==> src/rtl/uop_issue_queue_if.sv <==
// ---------------------------------------------------------------------------
// riscv_uop_pkg + uop_issue_queue_if
//
// Purpose:
//   riscv_uop_pkg defines the micro-op record that moves from decode to
//   execute/LSU. The queue only looks at the .valid field. All other fields
//   are carried through unchanged.
//
//   uop_issue_queue_if groups the enqueue, dequeue and status signals of the
//   issue queue. Signal suffixes are written from the queue's point of view.
//
// Signals:
//   flush_i        discard all stored and arriving uops
//   enq_valid_i    per-lane enqueue request (ENQ_W)
//   enq_uop_i      per-lane uop, lane 0 oldest (ENQ_W x uop_t)
//   enq_ready_o    queue can take ENQ_W uops this cycle
//   deq_valid_o    deq_uop_o holds the oldest uop
//   deq_uop_o      oldest uop
//   deq_ready_i    consumer accepts deq_uop_o
//   count_o        stored entries
//   almost_full_o  count_o at or above the almost-full threshold
//
// Modports:
//   master  producer/consumer side (decode + execute)
//   slave   queue side
// ---------------------------------------------------------------------------
package riscv_uop_pkg;

  typedef struct packed {
    logic        valid;
    logic [6:0]  opcode;
    logic [4:0]  rd;
    logic [4:0]  rs1;
    logic [31:0] imm;
  } uop_t;

endpackage

interface uop_issue_queue_if #(
  parameter int DEPTH = 8,
  parameter int ENQ_W = 2
);
  localparam int CNT_W = $clog2(DEPTH + 1);

  logic                                 flush_i;
  logic [ENQ_W-1:0]                     enq_valid_i;
  riscv_uop_pkg::uop_t [ENQ_W-1:0]      enq_uop_i;
  logic                                 enq_ready_o;
  logic                                 deq_valid_o;
  riscv_uop_pkg::uop_t                  deq_uop_o;
  logic                                 deq_ready_i;
  logic [CNT_W-1:0]                     count_o;
  logic                                 almost_full_o;

  modport master (
    output flush_i, enq_valid_i, enq_uop_i, deq_ready_i,
    input  enq_ready_o, deq_valid_o, deq_uop_o, count_o, almost_full_o
  );

  modport slave (
    input  flush_i, enq_valid_i, enq_uop_i, deq_ready_i,
    output enq_ready_o, deq_valid_o, deq_uop_o, count_o, almost_full_o
  );

endinterface

==> src/rtl/uop_issue_queue.sv <==
// ---------------------------------------------------------------------------
// uop_issue_queue
//
// Purpose:
//   This is a multi-entry micro-op buffer that sits between decode and
//   execute/LSU. Each cycle it accepts up to ENQ_W uops. Live lanes are
//   packed into consecutive slots, so lanes that are not live take no slot.
//   The queue sends out one uop per cycle, in program order.
//   A flush clears the queue in one cycle. When BYPASS is set and the queue
//   is empty, the oldest arriving uop can be dispatched in the same cycle
//   it arrives.
//
// Ports:
//   clk    in  clock, rising edge
//   rst_n  in  asynchronous active-low reset
//   bus    uop_issue_queue_if.slave (enqueue lanes, dequeue port, flush,
//          count_o, almost_full_o)
//
// Parameters:
//   DEPTH         entries, power of two, >= 2, >= ENQ_W
//   ENQ_W         enqueue lanes per cycle, 1..4
//   AFULL_THRESH  almost_full_o asserts when count_o >= this value
//   BYPASS        1 = an empty-queue uop may dispatch in its arrival cycle
// ---------------------------------------------------------------------------

// Protocol checker: live enqueue lanes must only appear while the queue is ready.
module uop_issue_queue_chk #(
  parameter int DEPTH = 8,
  parameter int ENQ_W = 2,
  parameter int CNT_W = 4
) (
  input logic             clk,
  input logic             rst_n,
  input logic [ENQ_W-1:0] live_i,
  input logic             enq_ready_i,
  input logic [CNT_W-1:0] count_i
);
  // A live lane while not ready is dropped by the queue; flag it.
  enq_live_while_full_a : assert property (@(posedge clk) disable iff (!rst_n)
    !((|live_i) && !enq_ready_i))
    else $error("uop_issue_queue: live enqueue lane while enq_ready_o=0");

  // Occupancy can never exceed the storage size.
  count_bound_a : assert property (@(posedge clk) disable iff (!rst_n)
    count_i <= CNT_W'(DEPTH))
    else $error("uop_issue_queue: count_o above DEPTH");
endmodule

module uop_issue_queue #(
  parameter int DEPTH        = 8,
  parameter int ENQ_W        = 2,
  parameter int AFULL_THRESH = DEPTH - 2,
  parameter int BYPASS       = 0
) (
  input  logic                   clk,
  input  logic                   rst_n,
  uop_issue_queue_if.slave       bus
);
  import riscv_uop_pkg::*;

  localparam int PTR_W = $clog2(DEPTH);
  localparam int CNT_W = $clog2(DEPTH + 1);
  localparam logic [CNT_W-1:0] DEPTH_C = CNT_W'(DEPTH);
  localparam logic [CNT_W-1:0] ENQW_C  = CNT_W'(ENQ_W);
  localparam logic [CNT_W-1:0] AFULL_C = CNT_W'(AFULL_THRESH);

  uop_t             mem_q [DEPTH];
  logic [PTR_W-1:0] wr_ptr_q, wr_ptr_d;
  logic [PTR_W-1:0] rd_ptr_q, rd_ptr_d;
  logic [CNT_W-1:0] count_q, count_d;
  logic             enq_ready_q, enq_ready_d;
  logic             almost_full_q, almost_full_d;

  logic [ENQ_W-1:0] live_s;        // lane carries a real uop
  logic [ENQ_W-1:0] acc_s;         // live and accepted this cycle
  logic [ENQ_W-1:0] byp_onehot_s;  // lowest accepted lane
  logic [ENQ_W-1:0] wr_en_s;       // lanes that take a storage slot
  logic [PTR_W-1:0] wr_idx_s [ENQ_W];
  logic [PTR_W-1:0] wr_adv_s;
  logic [CNT_W-1:0] n_wr_s;
  uop_t             byp_uop_s;
  logic             byp_hit_s;
  logic             byp_take_s;
  logic             stored_s;
  logic             deq_valid_s;
  logic             mem_fire_s;
  uop_t             deq_uop_s;

  // Lane qualification and bypass candidate selection.
  always_comb begin
    for (int k = 0; k < ENQ_W; k++) begin
      live_s[k] = bus.enq_valid_i[k] & bus.enq_uop_i[k].valid;
    end
    // Flush and "not ready" both drop arriving lanes outright.
    acc_s        = live_s & {ENQ_W{enq_ready_q & ~bus.flush_i}};
    // Isolate the lowest set bit: that lane is the oldest arrival.
    byp_onehot_s = acc_s & (~acc_s + ENQ_W'(1));
    byp_uop_s    = '0;
    for (int k = 0; k < ENQ_W; k++) begin
      byp_uop_s = byp_uop_s | (byp_onehot_s[k] ? bus.enq_uop_i[k] : '0);
    end
  end

  // Dequeue port: stored head first, otherwise the bypass candidate.
  always_comb begin
    stored_s    = (count_q != '0);
    byp_hit_s   = (BYPASS != 0) && !stored_s && (|acc_s);
    deq_valid_s = !bus.flush_i && (stored_s || byp_hit_s);
    deq_uop_s   = stored_s ? mem_q[rd_ptr_q] : byp_uop_s;
    mem_fire_s  = deq_valid_s && bus.deq_ready_i && stored_s;
    byp_take_s  = byp_hit_s && bus.deq_ready_i;
  end

  // Compaction: accepted lanes (minus a consumed bypass lane) get consecutive slots.
  always_comb begin
    wr_en_s  = acc_s & ~(byp_take_s ? byp_onehot_s : '0);
    wr_adv_s = '0;
    n_wr_s   = '0;
    for (int k = 0; k < ENQ_W; k++) begin
      wr_idx_s[k] = wr_ptr_q + wr_adv_s;
      wr_adv_s    = wr_adv_s + PTR_W'(wr_en_s[k]);
      n_wr_s      = n_wr_s + CNT_W'(wr_en_s[k]);
    end
  end

  // Next-state pointers, count and registered status flags.
  always_comb begin
    if (bus.flush_i) begin
      wr_ptr_d = '0;
      rd_ptr_d = '0;
      count_d  = '0;
    end else begin
      wr_ptr_d = wr_ptr_q + wr_adv_s;
      rd_ptr_d = rd_ptr_q + PTR_W'(mem_fire_s);
      count_d  = count_q + n_wr_s - CNT_W'(mem_fire_s);
    end
    enq_ready_d   = (DEPTH_C - count_d) >= ENQW_C;
    almost_full_d = count_d >= AFULL_C;
  end

  // Control state registers.
  always_ff @(posedge clk or negedge rst_n) begin
    if (!rst_n) begin
      wr_ptr_q      <= '0;
      rd_ptr_q      <= '0;
      count_q       <= '0;
      enq_ready_q   <= 1'b1;
      almost_full_q <= 1'b0;
    end else begin
      wr_ptr_q      <= wr_ptr_d;
      rd_ptr_q      <= rd_ptr_d;
      count_q       <= count_d;
      enq_ready_q   <= enq_ready_d;
      almost_full_q <= almost_full_d;
    end
  end

  // Entry storage, deliberately not reset.
  always_ff @(posedge clk) begin
    for (int k = 0; k < ENQ_W; k++) begin
      if (wr_en_s[k]) begin
        mem_q[wr_idx_s[k]] <= bus.enq_uop_i[k];
      end
    end
  end

  assign bus.enq_ready_o   = enq_ready_q;
  assign bus.deq_valid_o   = deq_valid_s;
  assign bus.deq_uop_o     = deq_uop_s;
  assign bus.count_o       = count_q;
  assign bus.almost_full_o = almost_full_q;

  uop_issue_queue_chk #(
    .DEPTH (DEPTH),
    .ENQ_W (ENQ_W),
    .CNT_W (CNT_W)
  ) u_chk (
    .clk         (clk),
    .rst_n       (rst_n),
    .live_i      (live_s),
    .enq_ready_i (enq_ready_q),
    .count_i     (count_q)
  );

endmodule

==> src/flat_wrapper.sv <==
// flat-port wrapper written by rule: the top's interface ports become plain ports
module uop_issue_queue_flat import riscv_uop_pkg::*;
#(
  parameter int DEPTH        = 8,
  parameter int ENQ_W        = 2,
  parameter int AFULL_THRESH = DEPTH - 2,
  parameter int BYPASS       = 0
)
  (clk, rst_n, bus_flush_i, bus_enq_valid_i, bus_enq_uop_i, bus_deq_ready_i, bus_enq_ready_o, bus_deq_valid_o, bus_deq_uop_o, bus_count_o, bus_almost_full_o);
  uop_issue_queue_if #(.DEPTH(DEPTH), .ENQ_W(ENQ_W)) bus_i ();
  input  logic clk;
  input  logic rst_n;
  input wire logic [$bits(bus_i.flush_i)-1:0] bus_flush_i;
  input wire logic [$bits(bus_i.enq_valid_i)-1:0] bus_enq_valid_i;
  input wire logic [$bits(bus_i.enq_uop_i)-1:0] bus_enq_uop_i;
  input wire logic [$bits(bus_i.deq_ready_i)-1:0] bus_deq_ready_i;
  output wire logic [$bits(bus_i.enq_ready_o)-1:0] bus_enq_ready_o;
  output wire logic [$bits(bus_i.deq_valid_o)-1:0] bus_deq_valid_o;
  output wire logic [$bits(bus_i.deq_uop_o)-1:0] bus_deq_uop_o;
  output wire logic [$bits(bus_i.count_o)-1:0] bus_count_o;
  output wire logic [$bits(bus_i.almost_full_o)-1:0] bus_almost_full_o;
  assign bus_i.flush_i = bus_flush_i;
  assign bus_i.enq_valid_i = bus_enq_valid_i;
  assign bus_i.enq_uop_i = bus_enq_uop_i;
  assign bus_i.deq_ready_i = bus_deq_ready_i;
  assign bus_enq_ready_o = bus_i.enq_ready_o;
  assign bus_deq_valid_o = bus_i.deq_valid_o;
  assign bus_deq_uop_o = bus_i.deq_uop_o;
  assign bus_count_o = bus_i.count_o;
  assign bus_almost_full_o = bus_i.almost_full_o;
  uop_issue_queue #(.DEPTH(DEPTH), .ENQ_W(ENQ_W), .AFULL_THRESH(AFULL_THRESH), .BYPASS(BYPASS)) u_core (.clk(clk), .rst_n(rst_n), .bus(bus_i));
endmodule
==> config.mk <==
export PLATFORM = sky130hd
export DESIGN_NAME = uop_issue_queue_flat
export DESIGN_NICKNAME = d
export VERILOG_FILES = /design/src/rtl/uop_issue_queue_if.sv /design/src/rtl/uop_issue_queue.sv /design/src/flat_wrapper.sv
export SDC_FILE = /design/constraint.sdc
export NUM_CORES = 1
export LEC_CHECK = 0
export BUFFER_PORTS_ARGS = -buffer_cell sky130_fd_sc_hd__clkbuf_2
export CAP_MARGIN = 20
export CORE_MARGIN = 4
export CORE_UTILIZATION = 55
export CTS_CLUSTER_DIAMETER = 40
export CTS_CLUSTER_SIZE = 16
export DETAILED_ROUTE_END_ITERATION = 7
export HOLD_SLACK_MARGIN = 0.1
export PLACE_DENSITY = 0.82
export SYNTH_ARGS = -nofsm -noshare
export SYNTH_HDL_FRONTEND = slang
export SYNTH_SLANG_ARGS = --single-unit
==> constraint.sdc <==
create_clock -name clk -period 16.5 [get_ports clk]
set_input_delay 1.65 -clock clk [delete_from_list [all_inputs] [get_ports clk]]
set_output_delay 1.65 -clock clk [all_outputs]
set_load 0.05 [all_outputs]
## Word-level counts from Yosys, hierarchy flattened

Memory sizes are Yosys's and may differ from the RTL's.
Cells that the tools add are included.
Widths: inputs -> output; s select.

- Memories kept: 1
- Word-level logic and storage cells: 40
- Bits in read-only memories: 0
- Register bits: 12
- Latch bits: 0
- Memory bits (writable): 400
- Output and inout port bits: 57

- $lt $le $gt $ge: 2
- Equality and inequality tests: 0
- $mul: 0
- Muxes and demuxes: 10
- Reductions and logical operators: 5
- Bitwise operators: 8
- Add/sub/neg operators: 9
- Div/mod/pow operators: 0
- Shift-type cells: 0

Memory list:

| memory | depth | width | read ports | clocked after Yosys merged registers in | write ports | RTL line | text |
|---|---|---|---|---|---|---|---|
| u_core.mem_q | 8 | 50 | 1 | 0 | 2 | uop_issue_queue.sv:67 | `uop_t mem_q [DEPTH];` |

Operators with widths:

| operator | count |
|---|---|
| $mux 50 | 3 |
| $or 50x50->50 | 1 |
| $add 3x1->3 | 2 |
| $mux 3 | 2 |
| $add 1x1->2 | 2 |
| $add 4x4->4 | 1 |
| $and 2x2->2 | 2 |
| $ge 4x2->1 const B | 1 |
| $ge 4x3->1 const B | 1 |
| $mux 1 | 4 |
| $mux 4 | 1 |
| $reduce_bool 4->1 | 1 |
| $sub 4x1->4 | 1 |
| $sub 4x4->4 const A | 1 |
| $add 3x3->3 | 1 |
| $and 1x1->1 | 3 |
| $logic_and 1x1->1 | 3 |
| $add 2x1->2 const B | 1 |
| $not 2->2 | 1 |
| $logic_not 1->1 | 1 |
| $not 1->1 | 1 |

## Longest topological paths before layout

- Depth in word-level cells: 9
- Mapped depth: 15
- Depth with buffers taken out: 15

## Worst setup path before layout

Ideal clock, no wire load.

- Path kind: input -> register
- Start point: in bus_enq_valid_i[0]
- End point: mem u_core.mem_q[7][0] in the netlist's numbering (enable)
- Data required time: 15.973 ns
- Path buffers: 1
- Arrival: 5.813 ns
- Stages on the path: 5
- Library setup time: 0.527 ns
- Setup slack: 10.160 ns
- Cell sequence: nand3_1 > nor2_1 > clkbuf_1 > nand2_1 > o21ai_0

RTL lines:

| what | RTL line | text |
|---|---|---|
| start: declaration | flat_wrapper.sv:14 | `input wire logic [$bits(bus_i.enq_valid_i)-1:0] bus_enq_valid_i;` |
| end: declaration | uop_issue_queue.sv:67 |  |

## Worst setup path after layout

- Start point: in bus_enq_uop_i[49]
- End point: out bus_deq_uop_o[23]

- Longest elaborated chain between the ends: 8

RTL lines:

| what | RTL line | text |
|---|---|---|
| start: declaration | flat_wrapper.sv:15 | `input wire logic [$bits(bus_i.enq_uop_i)-1:0] bus_enq_uop_i;` |
| $and 1x1->1 (*) | uop_issue_queue.sv:92 | `live_s[k] = bus.enq_valid_i[k] & bus.enq_uop_i[k].valid;` |
| $and 2x2->2 (*) | uop_issue_queue.sv:95 | `acc_s = live_s & {ENQ_W{enq_ready_q & ~bus.flush_i}};` |
| $not 2->2 | uop_issue_queue.sv:97 | `byp_onehot_s = acc_s & (~acc_s + ENQ_W'(1));` |
| $add 2x1->2 | uop_issue_queue.sv:97 |  |
| $and 2x2->2 (*) | uop_issue_queue.sv:97 |  |
| $mux 50 | uop_issue_queue.sv:100 | `byp_uop_s = byp_uop_s \| (byp_onehot_s[k] ? bus.enq_uop_i[k] : '0);` |
| $or 50x50->50 (*) | uop_issue_queue.sv:100 |  |
| $mux 50 (*) | uop_issue_queue.sv:109 | `deq_uop_s = stored_s ? mem_q[rd_ptr_q] : byp_uop_s;` |
| end: declaration | flat_wrapper.sv:19 | `output wire logic [$bits(bus_i.deq_uop_o)-1:0] bus_deq_uop_o;` |

Every way passes the cells marked *; elsewhere a longest branch is shown, timed or not.

==> results.md <==
- Initial core utilization: 55.8%
- Port buffer count: 162
- Critical path capture point type: output port
- Hold Fails Final Rpt: 0
- CP Max Fanout: between 50 and 60
- Die area: between 40000 and 50000 µm²
- R2R depth: 9
- EDFF count, synth: 400
- Peak supply drop: 0.000127 V
- Seq cells post-synth: between 400 and 500
- Leakage Power: 8.17 nW
- Final period util: 36.5%
- Pre-Repair DR Iteration Count: 5
- Max Slew Vio Count: 0
- Clock Path Buffers: 3
- Clock transition at path regs: around 0.06 ns
- Maxcap violations: 0
- PD cells: 136 nW/µm²
- Count leader, synth: edfxtp_1
- Rel. slew slack: 27.0%
- Setup Fix Bufs, Post-CTS: 0
- FFs w/ async S/R, synth: 2.91%
- Layout cells sized above 1: 48.5%
- Largest net degree at the start of global routing: 63
- Least-Margin Pin Slew: 1.09 ns
- Syn_nets: 1370
- Dpl hpwl: 29200 µm
- TNS Setup: 0 ns
- Routed vias: 12600
- Total wire length: 53500 µm
- First-pass GRT wire length: 80200 µm
- CTS buffer count: 51
- Critical R2R Capture: u_core.mem_q[4][38]
- Core Region: 38800 µm²
- Drt drc: 0
- Tot GR Track Use: 25.1%
- Ports: ~160
- H-tree depth: 2
- Hold Path End: u_core.wr_ptr_q[2]
- Worst Setup Start Kind: input pin
- Critical R2R Launch: u_core.bus.enq_ready_o
- DR iter-0 viols: around 1200
- CP Class: input pin to output port
- Distinct cells, synth: 42
- Synthesis Warnings: 0
- NumNets Final: 1514
- Die H: 207 µm
- Vias/cell: between 6 and 7
- Setup Viol. Count Final: 0
- RSZ-0062 raised after global routing: no
- Maximum clock rate: 0.166 GHz
- Seq/Total Area, Yosys: a little under three fifths
- Post-CTS Resized: 0
- Cell Rows: 72
- Cells on Worst Hold Path: 2
- WL/cell: about 27 µm
- Post-synthesis cell count: 1247
- Predominant post-synthesis flop cell: edfxtp_1
- Worst Path Required: about 15 ns
- GRT overflow: 0
- Hold-fix buffers at CTS: 0
- CTS tree: built
- Area contributors post-synth: edfxtp_1 (55%), mux2_2 (13%), mux4_2 (10%), mux2_1 (5.4%), mux2_4 (2.8%)
- Top cells by count, synth: edfxtp_1 (400), mux2_2 (249), mux2_1 (104), mux4_2 (100), a21oi_1 (52)
- Clock Skew: 0.0202 ns
- Yosys top cell by area: edfxtp_1
- Chip width: ~210 µm
- Gpl congestion: 0.771
- Reg-to-reg slack, setup: 11.64 ns
- Worst-skew pair later-pin latency: about 0.57 ns
- Routed Antenna Nets: 0
- Final min period: between 6 and 7 ns
- Yosys top cell area share: 55.4%
- CTS sink count: 412
- Critical hold path startpoint: u_core.wr_ptr_q[2]
- Antenna violations before repair: 4
- Status: completed
- Synth Area per Inst: 17.4 µm²
- Critical path arrival: 4.36 ns
- Hold Path Class: flip-flop to flip-flop
- Post-Syn Area: 21700 µm²
- Syn-to-layout area delta: 13.2%
- Root Driver: clkbuf_16
- Design Power: 3.33 mW
- Number of global-route vias before repair: 13100
## metal layers
metal	vias up	wire length, µm	track usage, %
met3	89	3830	4.00
met2	538	26700	41.5
met1	6475	21900	35.2
met4	2	1040	6.65
li1	5447	-	-
met5	-	13	0
## critical path, cell delays in order
cell	delay [ns]
clkbuf_2	0.16
nand3_1	0.14
nor2_4	0.09
buf_4	0.65
inv_1	0.14
ha_2	0.43
buf_4	0.37
a221oi_1	0.36
a21oi_1	0.08
clkbuf_2	0.28
## worst max path at each step
| stage | from | endpoint | slack (ns) | depth (start not counted) |
|---|---|---|---|---|
| after floorplan | bus_enq_valid_i[0] | u_core.mem_q[7][0] | 10.16 | 5 |
| after global placement | bus_enq_uop_i[49] | u_core.mem_q[4][34] | 10.53 | 10 |
| after detailed placement | bus_enq_uop_i[49] | u_core.mem_q[4][34] | 10.46 | 10 |
| after CTS | bus_enq_uop_i[49] | bus_deq_uop_o[23] | 10.58 | 10 |
| after global routing | bus_enq_uop_i[49] | bus_deq_uop_o[23] | 10.36 | 10 |
| final | bus_enq_uop_i[49] | bus_deq_uop_o[23] | 10.49 | 10 |
## cell usage in the layout, fill, tap and decap left out, drive strengths merged, types with 4 or more instances in the layout
| cell | n |
|---|---|
| clkbuf | 216 |
| mux2 | 393 |
| nor3 | 4 |
| mux2i | 51 |
| o21bai | 5 |
| a21oi | 52 |
| bufinv | 4 |
| buf | 25 |
| edfxtp | 400 |
| dfrtp | 11 |
| or2 | 6 |
| clkinvlp | 4 |
| nand2b | 6 |
| ha | 15 |
| nand2 | 5 |
| nand3 | 4 |
| mux4 | 100 |
| xnor2 | 5 |
| nor2 | 7 |
| clkinv | 23 |
| a221oi | 49 |
| inv | 21 |
| nor2b | 6 |
## area by class of cell
cell class	instances	area [µm²]
sequential	412	12300
antenna	3	7.51
timing repair buffer	187	998
fill	2770	14300
tap	518	648
clock inverter	39	355
inverter	13	48.8
multi-input combinational	726	8830
clock buffer	54	1330
## report_power, final
group / switching [mW] / internal (mW) / leakage [nW]
registers: 0.0204 / 1.18 / 3.76
clock network: 0.451 / 0.654 / 0.830
logic: 0.730 / 0.294 / 3.58
total: 1.20 / 2.13 / 8.17
## sequential cells by signal, indices dropped and copies added, names as in the netlist
| name | count |
|---|---|
| u_core.bus.almost_full_o | 1 |
| u_core.bus.enq_ready_o | 1 |
| u_core.wr_ptr_q | 3 |
| u_core.mem_q | 400 |
| u_core.rd_ptr_q | 3 |
| u_core.bus.count_o | 4 |
## cell families after synthesis
family / Yosys count / synth area share (%)
muxes: 544 / 33.9
buffers and inverters: 109 / 2.94
AOI/OAI and AO/OA: 114 / 3.60
DFF: 412 / 56.8
xor gates and xnor gates: 6 / 0.312
adders and majority gates: 17 / 1.05
and+or+nand+nor: 45 / 1.42
## per-stage QoR
step	hold slack (ns)	utilization, %	setup slack, ns	cell area [µm²]	std cells
5_1_grt	0.831	63.2	10.36	24500	1952
4_1_cts	0.776	63.2	10.58	24500	1949
3_5_place_dp	0.762	58.8	10.46	22800	1856
2_1_floorplan	0.580	-	10.16	21700	1247
3_3_place_gp	0.750	58.8	10.53	22800	1856
6_report	0.768	63.2	10.49	24500	1952
Power figures use the tool's default switching activity.
